$ cat src/rtl/axi_stripe_b_merge_pkg.sv
// Shared types for the striped-write B reassembly block: FSM states, fragment descriptor, response helpers.
package axi_stripe_b_merge_pkg;

    localparam int AXI_ID_BITS   = 6;
    localparam int MAX_CHAN_BITS = 4;

    localparam logic [1:0] RESP_OKAY   = 2'b00;
    localparam logic [1:0] RESP_EXOKAY = 2'b01;
    localparam logic [1:0] RESP_SLVERR = 2'b10;
    localparam logic [1:0] RESP_DECERR = 2'b11;

    typedef enum logic [1:0] {
        ST_IDLE,
        ST_FRAG,
        ST_RSP
    } stripe_b_state_e;

    typedef struct packed {
        logic [MAX_CHAN_BITS-1:0] chan;
        logic                     last;
        logic [AXI_ID_BITS-1:0]   id;
    } stripe_b_desc_t;

    // The AXI encoding is ordered by severity, so the worst response is the numeric maximum.
    function automatic logic [1:0] resp_max(input logic [1:0] a, input logic [1:0] b);
        return (a > b) ? a : b;
    endfunction

endpackage

$ cat src/rtl/axi_stripe_b_merge_fifo.sv
// stripe_b_fifo: small synchronous FIFO buffering B responses of one memory channel.
// Registered write, combinational read head; a push becomes visible to the reader one cycle later.
module stripe_b_fifo #(
    parameter int WIDTH = 2,
    parameter int DEPTH = 16
) (
    input  logic             aclk,
    input  logic             aresetn,
    input  logic             push,
    input  logic [WIDTH-1:0] wdata,
    input  logic             pop,
    output logic [WIDTH-1:0] rdata,
    output logic             full,
    output logic             empty
);

    localparam int AW = $clog2(DEPTH);

    logic [WIDTH-1:0] mem [DEPTH];
    logic [AW:0]      wr_ptr;
    logic [AW:0]      rd_ptr;
    logic             do_push;
    logic             do_pop;

    assign do_pop  = pop & ~empty;
    assign do_push = push & (~full | do_pop);

    always_ff @(posedge aclk) begin
        if (!aresetn) begin
            wr_ptr <= '0;
            rd_ptr <= '0;
        end else begin
            if (do_push) wr_ptr <= wr_ptr + 1'b1;
            if (do_pop)  rd_ptr <= rd_ptr + 1'b1;
        end
    end

    // NOTE: storage needs no reset; the pointers alone define which entries are valid.
    always_ff @(posedge aclk) begin
        if (do_push) mem[wr_ptr[AW-1:0]] <= wdata;
    end

    assign rdata = mem[rd_ptr[AW-1:0]];
    assign empty = (wr_ptr == rd_ptr);
    assign full  = (wr_ptr[AW] != rd_ptr[AW]) && (wr_ptr[AW-1:0] == rd_ptr[AW-1:0]);

endmodule

$ cat src/rtl/axi_stripe_b_merge.sv
// axi_stripe_b_merge: merges per-channel B fragments of striped DDR writes into one master B beat.
// Optional statistics counters are enabled with `define AXI_STRIPE_B_STATS_EN.
module axi_stripe_b_merge
    import axi_stripe_b_merge_pkg::*;
#(
    parameter  int N_CHAN     = 4,
    parameter  int FIFO_DEPTH = 16,
    parameter  int ID_BITS    = AXI_ID_BITS,
    localparam int CHAN_BITS  = (N_CHAN > 1) ? $clog2(N_CHAN) : 1
) (
    input  logic                 aclk,
    input  logic                 aresetn,
    input  logic [ID_BITS-1:0]   s_axi_bid,
    input  logic [1:0]           s_axi_bresp,
    input  logic                 s_axi_bvalid,
    output logic                 s_axi_bready,
    output logic [ID_BITS-1:0]   m_axi_bid,
    output logic [1:0]           m_axi_bresp,
    output logic                 m_axi_bvalid,
    input  logic                 m_axi_bready,
    input  logic                 mux_valid,
    output logic                 mux_ready,
    input  logic [CHAN_BITS-1:0] mux_chan,
    input  logic                 mux_last,
    input  logic [ID_BITS-1:0]   mux_id
`ifdef AXI_STRIPE_B_STATS_EN
    ,
    output logic [31:0]          stat_rsp,
    output logic [31:0]          stat_err,
    output logic [15:0]          stat_drop
`endif
);

    logic [N_CHAN-1:0] fifo_push;
    logic [N_CHAN-1:0] fifo_pop;
    logic [N_CHAN-1:0] fifo_full;
    logic [N_CHAN-1:0] fifo_empty;
    logic [1:0]        fifo_rdata [N_CHAN];

    logic              in_range;
    logic              sel_full;
    logic              head_empty;
    logic [1:0]        head_resp;

    stripe_b_state_e   state_q, state_d;
    stripe_b_desc_t    desc_q, desc_d;
    logic [1:0]        acc_q, acc_d, acc_n;
    logic [ID_BITS-1:0] bid_q, bid_d;
    logic [1:0]        bresp_q, bresp_d;
    logic              pop_en;
    logic              mux_open;

    // Out-of-range channel ids are swallowed so a bad beat can never stall the crossbar.
    assign in_range = (s_axi_bid < ID_BITS'(N_CHAN));

    always_comb begin
        sel_full  = 1'b0;
        fifo_push = '0;
        for (int i = 0; i < N_CHAN; i++) begin
            if (s_axi_bid[CHAN_BITS-1:0] == CHAN_BITS'(i)) begin
                sel_full     = fifo_full[i];
                fifo_push[i] = s_axi_bvalid & in_range & ~fifo_full[i];
            end
        end
    end

    assign s_axi_bready = ~in_range | ~sel_full;

    for (genvar g = 0; g < N_CHAN; g++) begin : g_fifo
        stripe_b_fifo #(
            .WIDTH (2),
            .DEPTH (FIFO_DEPTH)
        ) u_fifo (
            .aclk    (aclk),
            .aresetn (aresetn),
            .push    (fifo_push[g]),
            .wdata   (s_axi_bresp),
            .pop     (fifo_pop[g]),
            .rdata   (fifo_rdata[g]),
            .full    (fifo_full[g]),
            .empty   (fifo_empty[g])
        );
    end

    always_comb begin
        head_empty = 1'b1;
        head_resp  = RESP_OKAY;
        fifo_pop   = '0;
        for (int i = 0; i < N_CHAN; i++) begin
            if (desc_q.chan == MAX_CHAN_BITS'(i)) begin
                head_empty  = fifo_empty[i];
                head_resp   = fifo_rdata[i];
                fifo_pop[i] = pop_en;
            end
        end
    end

    // NOTE: every signal written here gets a default first, so no path leaves a latch behind.
    always_comb begin
        state_d  = state_q;
        desc_d   = desc_q;
        acc_d    = acc_q;
        bid_d    = bid_q;
        bresp_d  = bresp_q;
        pop_en   = 1'b0;
        mux_open = 1'b0;
        acc_n    = resp_max(acc_q, head_resp);

        unique case (state_q)
            ST_IDLE: mux_open = 1'b1;
            ST_FRAG: begin
                if (!head_empty) begin
                    pop_en = 1'b1;
                    if (desc_q.last) begin
                        bresp_d = acc_n;
                        bid_d   = ID_BITS'(desc_q.id);
                        acc_d   = RESP_OKAY;
                        state_d = ST_RSP;
                    end else begin
                        acc_d    = acc_n;
                        mux_open = 1'b1;
                        state_d  = ST_IDLE;
                    end
                end
            end
            ST_RSP: begin
                if (m_axi_bready) begin
                    mux_open = 1'b1;
                    state_d  = ST_IDLE;
                end
            end
            default: state_d = ST_IDLE;
        endcase

        // A descriptor accepted in the same cycle keeps the pipeline at one fragment per cycle.
        if (mux_open && mux_valid) begin
            desc_d.chan = MAX_CHAN_BITS'(mux_chan);
            desc_d.last = mux_last;
            desc_d.id   = AXI_ID_BITS'(mux_id);
            state_d     = ST_FRAG;
        end
    end

    // NOTE: sequential state uses non-blocking assignments so all registers update from pre-edge values.
    always_ff @(posedge aclk) begin
        if (!aresetn) begin
            state_q <= ST_IDLE;
            desc_q  <= '0;
            acc_q   <= RESP_OKAY;
            bid_q   <= '0;
            bresp_q <= RESP_OKAY;
        end else begin
            state_q <= state_d;
            desc_q  <= desc_d;
            acc_q   <= acc_d;
            bid_q   <= bid_d;
            bresp_q <= bresp_d;
        end
    end

    assign mux_ready    = mux_open & aresetn;
    assign m_axi_bvalid = (state_q == ST_RSP) & aresetn;
    assign m_axi_bid    = bid_q;
    assign m_axi_bresp  = bresp_q;

`ifdef AXI_STRIPE_B_STATS_EN
    always_ff @(posedge aclk) begin
        if (!aresetn) begin
            stat_rsp  <= '0;
            stat_err  <= '0;
            stat_drop <= '0;
        end else begin
            if (m_axi_bvalid && m_axi_bready) begin
                if (stat_rsp != '1) stat_rsp <= stat_rsp + 1'b1;
                if (m_axi_bresp[1] && stat_err != '1) stat_err <= stat_err + 1'b1;
            end
            if (s_axi_bvalid && !in_range && stat_drop != '1) stat_drop <= stat_drop + 1'b1;
        end
    end
`endif

endmodule

$ cat config.mk
export PLATFORM = sky130hd
export DESIGN_NAME = axi_stripe_b_merge
export DESIGN_NICKNAME = d
export VERILOG_FILES = /design/src/rtl/axi_stripe_b_merge_pkg.sv /design/src/rtl/axi_stripe_b_merge_fifo.sv /design/src/rtl/axi_stripe_b_merge.sv
export SDC_FILE = /design/constraint.sdc
export NUM_CORES = 1
export LEC_CHECK = 0
export BUFFER_PORTS_ARGS = -buffer_cell sky130_fd_sc_hd__clkbuf_2
export CORE_UTILIZATION = 50
export CTS_BUF_LIST = sky130_fd_sc_hd__clkbuf_4 sky130_fd_sc_hd__clkbuf_8 sky130_fd_sc_hd__clkbuf_16
export CTS_CLUSTER_DIAMETER = 200
export DETAILED_ROUTE_END_ITERATION = 8
export HOLD_SLACK_MARGIN = 0.03
export PLACE_DENSITY = 0.7
export SLEW_MARGIN = 40
export SYNTH_ARGS = -nofsm -noshare
export SYNTH_HDL_FRONTEND = slang
export SYNTH_SLANG_ARGS = --single-unit
$ cat constraint.sdc
create_clock -name aclk -period 3.2 [get_ports aclk]
set_input_delay 0.16 -clock aclk [delete_from_list [all_inputs] [get_ports aclk]]
set_output_delay 0.16 -clock aclk [all_outputs]
set_load 0.03 [all_outputs]
==> results of run 1 <==
sequential cells by signal, summed over array words and instances (netlist names), named ones only:
signal,cells
state_q,2
acc_q,2
desc_q,9
m_axi_bresp,2
g_fifo.u_fifo.rd_ptr,20
m_axi_bid,6
g_fifo.u_fifo.mem,128
g_fifo.u_fifo.wr_ptr,20
logic make-up (layout without fill, tap and decap cells):
group                      Yosys count  count (layout)
DFF                                205             205
and+or+nand+nor                    230             230
adders and majority gates           23              23
buffers and inverters               50             116
xor gates and xnor gates            55              55
AOI/OAI and AO/OA                   51              51
muxes                               61              61
routing by layer:
layer / GRT usage [%] / wire length, um / up-vias
met5: 0 / 0 / -
met4: 5.68 / 335 / 0
met3: 2.96 / 850 / 33
met2: 35.0 / 8810 / 163
met1: 26.8 / 7950 / 2686
li1: - / - / 2559
Yosys cell counts, types with 2 or more instances:
| cell | count |
|---|---|
| sky130_fd_sc_hd__a211oi_2 | 3 |
| sky130_fd_sc_hd__ha_1 | 23 |
| sky130_fd_sc_hd__nand2_1 | 49 |
| sky130_fd_sc_hd__and4_1 | 6 |
| sky130_fd_sc_hd__mux4_1 | 5 |
| sky130_fd_sc_hd__nand3_1 | 14 |
| sky130_fd_sc_hd__o21ai_0 | 6 |
| sky130_fd_sc_hd__nand4_1 | 9 |
| sky130_fd_sc_hd__dfxtp_1 | 77 |
| sky130_fd_sc_hd__xnor2_1 | 18 |
| sky130_fd_sc_hd__nor3_1 | 15 |
| sky130_fd_sc_hd__a21oi_1 | 16 |
| sky130_fd_sc_hd__nor2_1 | 91 |
| sky130_fd_sc_hd__nor4_4 | 2 |
| sky130_fd_sc_hd__a211oi_1 | 4 |
| sky130_fd_sc_hd__o211ai_1 | 4 |
| sky130_fd_sc_hd__buf_4 | 4 |
| sky130_fd_sc_hd__and3_1 | 16 |
| sky130_fd_sc_hd__nor2b_1 | 5 |
| sky130_fd_sc_hd__nor3b_1 | 2 |
| sky130_fd_sc_hd__xor2_1 | 37 |
| sky130_fd_sc_hd__buf_2 | 8 |
| sky130_fd_sc_hd__mux2i_1 | 27 |
| sky130_fd_sc_hd__and2_1 | 5 |
| sky130_fd_sc_hd__inv_1 | 19 |
| sky130_fd_sc_hd__a2111oi_4 | 2 |
| sky130_fd_sc_hd__edfxtp_1 | 128 |
| sky130_fd_sc_hd__clkbuf_1 | 16 |
| sky130_fd_sc_hd__nand2b_1 | 10 |
| sky130_fd_sc_hd__a31oi_1 | 3 |
| sky130_fd_sc_hd__nor4_2 | 3 |
| sky130_fd_sc_hd__mux4_2 | 28 |
| sky130_fd_sc_hd__o22ai_1 | 3 |
power by group through the flow:
| stage | combinational (mW) | sequential [mW] | clock, mW |
|---|---|---|---|
| CTS | 0.185 | 2.83 | 2.62 |
| detailed placement | 0.170 | 2.89 | 0 |
| floorplan | 0.108 | 2.88 | 0 |
| global placement | 0.161 | 2.89 | 0 |
| finish | 0.190 | 2.84 | 2.57 |
| global route | 0.208 | 2.84 | 2.71 |
worst paths after layout:
kind,start,end,slack [ns],cells after the start
setup / recovery,flop,m_axi_bresp[0]$_SDFFE_PN0P_,-0.0005,12
hold / removal,s_axi_bid[0],g_fifo[2].u_fifo.wr_ptr[0]$_SDFFE_PN0P_,0.15,4
setup reg to reg,flop,m_axi_bresp[0]$_SDFFE_PN0P_,-0.0005,12
hold reg to reg,desc_q[0]$_SDFFE_PN0P_,desc_q[0]$_SDFFE_PN0P_,0.47,2
worst min-delay path, cell delays in order:
cell,delay [ns]
sky130_fd_sc_hd__clkbuf_2,0.15
sky130_fd_sc_hd__a211oi_2,0.11
sky130_fd_sc_hd__xnor2_1,0.14
sky130_fd_sc_hd__nor2_1,0.04
cell type report:
| class | instances | area [um2] |
|---|---|---|
| fillers | 1332 | 7110 |
| flip-flops and latches | 205 | 5390 |
| multi-input cells | 420 | 3350 |
| clock buffers | 27 | 636 |
| repair buffers | 56 | 388 |
| well taps | 225 | 282 |
| clock inverters | 13 | 116 |
| inverters | 20 | 77.6 |
stage by stage:
step           worst slack [ns]  util (%)  cell area, um2
4_1_cts                  0.0206      58.9           10200
3_3_place_gp              0.109      53.6            9310
6_report              -0.000484      59.0           10200
3_5_place_dp            -0.0728      53.7            9320
2_1_floorplan             0.299         -            8940
5_1_grt                 -0.0612      59.0           10200
what timing repair did:
action	CTS	global route
hold buffers	12	0
resized for setup	5	12
gates cloned	0	0
pin swaps	1	1
endpoints found under the setup margin	1	3
setup buffers	4	0
endpoints found under the hold margin	10	0
==> out/qor.yml, run 1 <==
worst_setup_path:
  worst_setup_path_start_kind: "flop"
  cp.buffers_inverters: 3
  worstPathRequired_ns: 3.60
  worst_ep_arrival_time_ns: 3.60
  ordered_cell_list_for_the_critical_path: "buf_12, mux4_2, mux4_2, mux4_2, inv_2, ha_1, nor2_2, o22ai_2, o31ai_1, o211ai_1, buf_4, o41ai_2"
  family_with_the_most_delay_on_the_worst_path: "multiplexers"
  cp_slowest_cell: "sky130_fd_sc_hd__mux4_2"
  critPathMaxFanout: 8
  worst_setup_path_end_kind: "flop"
  cell_seen_most_often_among_critical_path_stages: "sky130_fd_sc_hd__mux4_2"
  cpPeakStageDelay_ns: 0.51
  timing_worst_setup_path_type: "reg2reg"
clock_tree:
  clkSlewWorstSetupHoldPaths_ns: 0.06
  cts_tree: "yes"
  cts_buffers: 22
  clock_path_buffers: 3
  cts_htree_levels: 1
  clock-root-buffer: "sky130_fd_sc_hd__clkbuf_16"
  clock-sinks: 205
  clock_insertion_delay_worst_skew_ns: 0.50
run_status:
  violations: "negative setup slack"
  outcome: "finished, violations left"
timing:
  tns_ns: -0.000484
  timing_worst_slew_pin_value_ns: 0.867
  max_slew_margin_pct: 41.9
  max_clock_freq_mhz: 312
  post-route-min-period_ns: 3.20
  setup-violations-final: 1
  hold_violations: 0
  fin_skew_ns: 0.00669
  timing_max_transition_violations_final: 0
  timing.hold.ws_ns: 0.150
  post-route-period-util_pct: 100
  rsz0062_at_grt: "true"
  final_critical_path_setup_slack_ns: -0.000484
power:
  net-switching-power_mw: 1.15
  power.combinational.fraction_pct: 3.4
  power.internal_mw: 4.45
  share_of_power_burned_in_registers_pct: 50.6
  finalPower_mw: 5.60
  share_clk_of_total_power_pct: 46.0
  sw_frac_of_total_pct: 20.5
  ir_worst_vdd_v: 0.000381
  leakagePower_nw: 3.65
  powerDensity_nw_per_um2: 547
place:
  dpl.hpwl_mm: 12.1
  dp_cells: 910
  port_buffers: 32
  gp_routability_congestion: 0.808
global_routing:
  grt_first_pass_wirelength_mm: 28.9
  antenna_found_initial: 0
  grt_remaining_overflow: 0
  vias_in_the_first_global_route: 5569
  grt_max_degree: 65
  overall_fraction_of_global_route_tracks_in_use_pct: 20.4
layout:
  most-common-layout-cells: "128 x sky130_fd_sc_hd__edfxtp_1, 90 x sky130_fd_sc_hd__nor2_1, 72 x sky130_fd_sc_hd__dfxtp_1"
  syn_to_final_growth_pct: 14.5
  layout_commonest_cell: "sky130_fd_sc_hd__edfxtp_1"
  insertedDiodeCount: 0
  final_layout_net_count: 770
  post_route_cells_drive_above_1_share_pct: 18.6
  fin_cells: 966
min_path:
  hold_path.class: "in2reg"
synth:
  syn_area_um2: 8940
  synthTopCellsByArea: "sky130_fd_sc_hd__edfxtp_1 43%, sky130_fd_sc_hd__dfxtp_1 17%, sky130_fd_sc_hd__mux4_2 7.1%"
  seq_area_frac_synth_pct: 60.2
  yosys.area_share.xor_xnor_pct: 5.39
  synth_compound_area_share_pct: 4.44
  syn_nets: 720
  ys_dominant_reg_cell: "sky130_fd_sc_hd__edfxtp_1"
  netlist-cell-type-count: 50
  yosys.area_share.simple_pct: 12.6
  post-synth-top-area-fraction_pct: 43.0
  synth.mux.area_fraction_pct: 11.7
  dominant_combinational_cell_family_by_area_after_synthesis: "simple AND/OR/NAND/NOR gates"
  post_synth_fa_ha_maj_area_fraction_pct: 3.22
  synthCells: 675
  post-synth-top-area-cell: "sky130_fd_sc_hd__edfxtp_1"
  synthArstFlopShare_pct: 0
  synth_enable_flop_cells: 128
  yosysWarningCount: 0
  syn_area_per_cell_um2: 13.2
  synth_seq_cells: 205
floorplanning:
  fp.dieArea_um2: 18400
  die_h_um: 136
  fp.coreArea_um2: 17400
  num_rows: 48
  initial_core_utilization_pct: 51.5
  die_x_um: 136
  floorplan.io_pins: 33
routing:
  dr_total_vias: 5441
  initialDrtViolationCount: 385
  wl_per_cell_um: 18.6
  detail_route.drc_violations: 0
  drtPass1Iterations: 5
  drtAntennaViolNets: 0
  detail_route.wirelength_mm: 17.9
  viasPerCell: 5.63
job:
  drv_cap: 0
Power figures use the tool's default switching activity.
==> run 2: changes to the inputs <==
- BUFFER_PORTS_ARGS: -buffer_cell sky130_fd_sc_hd__clkbuf_2 -> not set
- DONT_BUFFER_PORTS: not set -> 1
- PLACE_DENSITY: 0.7 -> 0.68
==> run 2 against run 1 <==
  * The run now ends clean
  * Total power down 0.58%
  * Critical path depth decreased by 1
  * First-iteration DRC count decreased by 16%
  * Core utilization shrank 0.15 points
  * Cell area decreased by 0.26%
  * Register-to-register slack improved by 0.06 ns
  * Fmax up 1.9%
  * Highest routed layer unchanged
==> out/qor.yml, run 2 (synthesis results as in run 1) <==
job:
  drv_cap: 0  # unchanged
timing:
  timing_max_transition_violations_final: 0  # unchanged
  max_clock_freq_mhz: 319  # +1.9%
  final_critical_path_setup_slack_ns: 0.0604  # +0.0609 ns
  max_slew_margin_pct: 52.2  # +10 points
  hold_violations: 0  # unchanged
  fin_skew_ns: 0.0250  # +0.0183 ns
  tns_ns: 0  # +0.000484 ns
  setup-violations-final: 0  # -1
  post-route-min-period_ns: 3.14  # -0.0609 ns
  timing_worst_slew_pin_value_ns: 0.713  # -0.153 ns
  rsz0062_at_grt: "true"
  post-route-period-util_pct: 98.1  # -1.9 points
layout:
  layout_commonest_cell: "sky130_fd_sc_hd__edfxtp_1"
  final_design_area_excluding_fillers_um2: 10200  # -0.26%
  largest_reg_flops: 128  # unchanged
  most-common-layout-cells: "128 x sky130_fd_sc_hd__edfxtp_1, 90 x sky130_fd_sc_hd__nor2_1, 72 x sky130_fd_sc_hd__dfxtp_1"
  nFillCells: 1326  # -0.45%
  fin_cells: 944  # -2.3%
  insertedDiodeCount: 0  # unchanged
  post_route_cells_drive_above_1_share_pct: 16.0  # -2.6 points
  final_layout_net_count: 748  # -2.9%
  syn_to_final_growth_pct: 14.2
power:
  powerDensity_nw_per_um2: 545  # -0.32%
  ir_worst_vdd_v: 0.000366  # -3.9%
  leakagePower_nw: 3.58  # -2.0%
  finalPower_mw: 5.57  # -0.58%
routing:
  initialDrtViolationCount: 325  # -16%
  viasPerCell: 5.59  # -0.74%
  dr_total_vias: 5278  # -3.0%
  detail_route.drc_violations: 0  # unchanged
  wl_per_cell_um: 19.1  # +3.1%
  drtPass1Iterations: 5  # unchanged
  detail_route.wirelength_mm: 18.1  # +0.71%
  drtAntennaViolNets: 0  # unchanged
clock_tree:
  clock_insertion_delay_worst_skew_ns: 0.50  # about the same
  cts_tree: "yes"
  clkSlewWorstSetupHoldPaths_ns: 0.06  # about the same
  cts_htree_levels: 1  # unchanged
  clock-root-buffer: "sky130_fd_sc_hd__clkbuf_16"
  clock-sinks: 205  # unchanged
  clock_path_buffers: 3  # unchanged
  cts_buffers: 22  # unchanged
global_routing:
  grt_remaining_overflow: 0  # unchanged
  overall_fraction_of_global_route_tracks_in_use_pct: 20.5  # +0.11 points
  grt_first_pass_wirelength_mm: 28.9  # about the same
  grt_max_degree: 65  # unchanged
  antenna_found_initial: 0  # unchanged
  vias_in_the_first_global_route: 5488  # -1.5%
worst_setup_path:
  cpPeakStageDelay_ns: 0.51  # about the same
  timing_worst_setup_path_type: "reg2reg"
  ordered_cell_list_for_the_critical_path: "buf_12, mux4_2, mux4_2, mux4_2, inv_2, ha_4, nor2_4, o22ai_2, o31ai_1, o211ai_1, o41ai_2"
  worst_setup_path_start_kind: "flop"
  reg2reg_setup_slack_ns: 0.06  # +0.06 ns
  r2r_cells: 11  # -1
  worst_setup_path_end_kind: "flop"
  worstPathRequired_ns: 3.59  # about the same
  worst_r2r_endpoint: "m_axi_bresp[0]$_SDFFE_PN0P_"
  worst_ep_arrival_time_ns: 3.53  # -0.07 ns
  cp_slowest_cell: "sky130_fd_sc_hd__mux4_2"
  cell_seen_most_often_among_critical_path_stages: "sky130_fd_sc_hd__mux4_2"
  critPathMaxFanout: 9  # +1
min_path:
  holdPathStages: 1  # -3
  holdPathEnd: "g_fifo[2].u_fifo.mem[15][1]$_DFFE_PP_"
  hold_path.class: "in2reg"
  startpoint_of_the_worst_hold_path: "s_axi_bresp[1]"
floorplanning:
  num_rows: 48  # unchanged
  initial_core_utilization_pct: 51.5  # unchanged
  fp.dieArea_um2: 18400  # unchanged
  die_h_um: 136  # unchanged
  die_x_um: 136  # unchanged
  fp.coreArea_um2: 17400  # unchanged
  floorplan.io_pins: 33  # unchanged
place:
  worst_setup_slack_after_placement_ns: -0.0305  # +0.0423 ns
  port_buffers: 0  # -100%
  dpl.hpwl_mm: 12.0  # -0.80%
  dp_cells: 877  # -3.6%
  place_area_um2: 9150  # -1.8%
  gp_routability_congestion: 0.822  # +1.7%
run_status:
  outcome: "finished clean"
[run 2: layout make-up]
type | instances | area (um2) | area share, %
clock inverters | 7 | 60.1 | 0.588
multi-input cells | 420 | 3370 | 33.0
repair buffers | 34 | 355 | 3.48
inverters | 20 | 77.6 | 0.759
well taps | 225 | 282 | 2.76
clock buffers | 33 | 676 | 6.61
flip-flops and latches | 205 | 5400 | 52.8
[run 2: report_power, final]
group          switching [mW]  leakage [nW]  total, mW  internal, mW
clock                    1.01         0.369       2.54          1.54
sequential             0.0204          1.78       2.83          2.81
combinational           0.116          1.43      0.189        0.0734
total                    1.14          3.58       5.57          4.43
[run 2: how the worst max path moves through the flow]
stage / endpoint / slack, ns / cells after the start
final: m_axi_bresp[0]$_SDFFE_PN0P_ / 0.06 / 11
after global placement: acc_q[0]$_SDFFE_PN0N_ / 0.15 / 10
after floorplan: acc_q[0]$_SDFFE_PN0N_ / 0.30 / 11
after CTS: acc_q[0]$_SDFFE_PN0N_ / 0.007 / 11
after global routing: m_axi_bresp[0]$_SDFFE_PN0P_ / -0.04 / 10
after detailed placement: acc_q[0]$_SDFFE_PN0N_ / -0.03 / 10
[run 2: worst max-delay path: cells and delay by family (launching register included)]
family,cells,cell delay [ns]
AO/OA/AOI/OAI,4,0.69
adder cells (fa/ha/maj),1,0.21
buffers and inverters,2,0.22
flip-flops,1,0.34
multiplexers,3,1.48
AND/OR/NAND/NOR,1,0.11
[run 2: timing repair]
action,CTS,global route
setup endpoints to repair,2,6
hold buffers,21,0
resized for setup,3,17
pin swaps,0,4
endpoints found under the hold margin,146,0
setup buffers,0,6
[run 2: metal layers]
layer  up-vias  part of all wire (%)  global-route usage, %
met5         -                     0                      0
met4         0                   2.1                   6.18
met3        37                   5.6                   3.67
met2       142                    49                   35.0
met1      2588                    43                   26.4
li1       2511                     -                      -
[run 2: through the flow]
step	hold WS, ns	util (%)
6_report	0.0456	58.9
2_1_floorplan	0.259	-
3_5_place_dp	0.269	52.7
3_3_place_gp	0.270	52.7
5_1_grt	0.0482	58.9
4_1_cts	0.0362	58.4
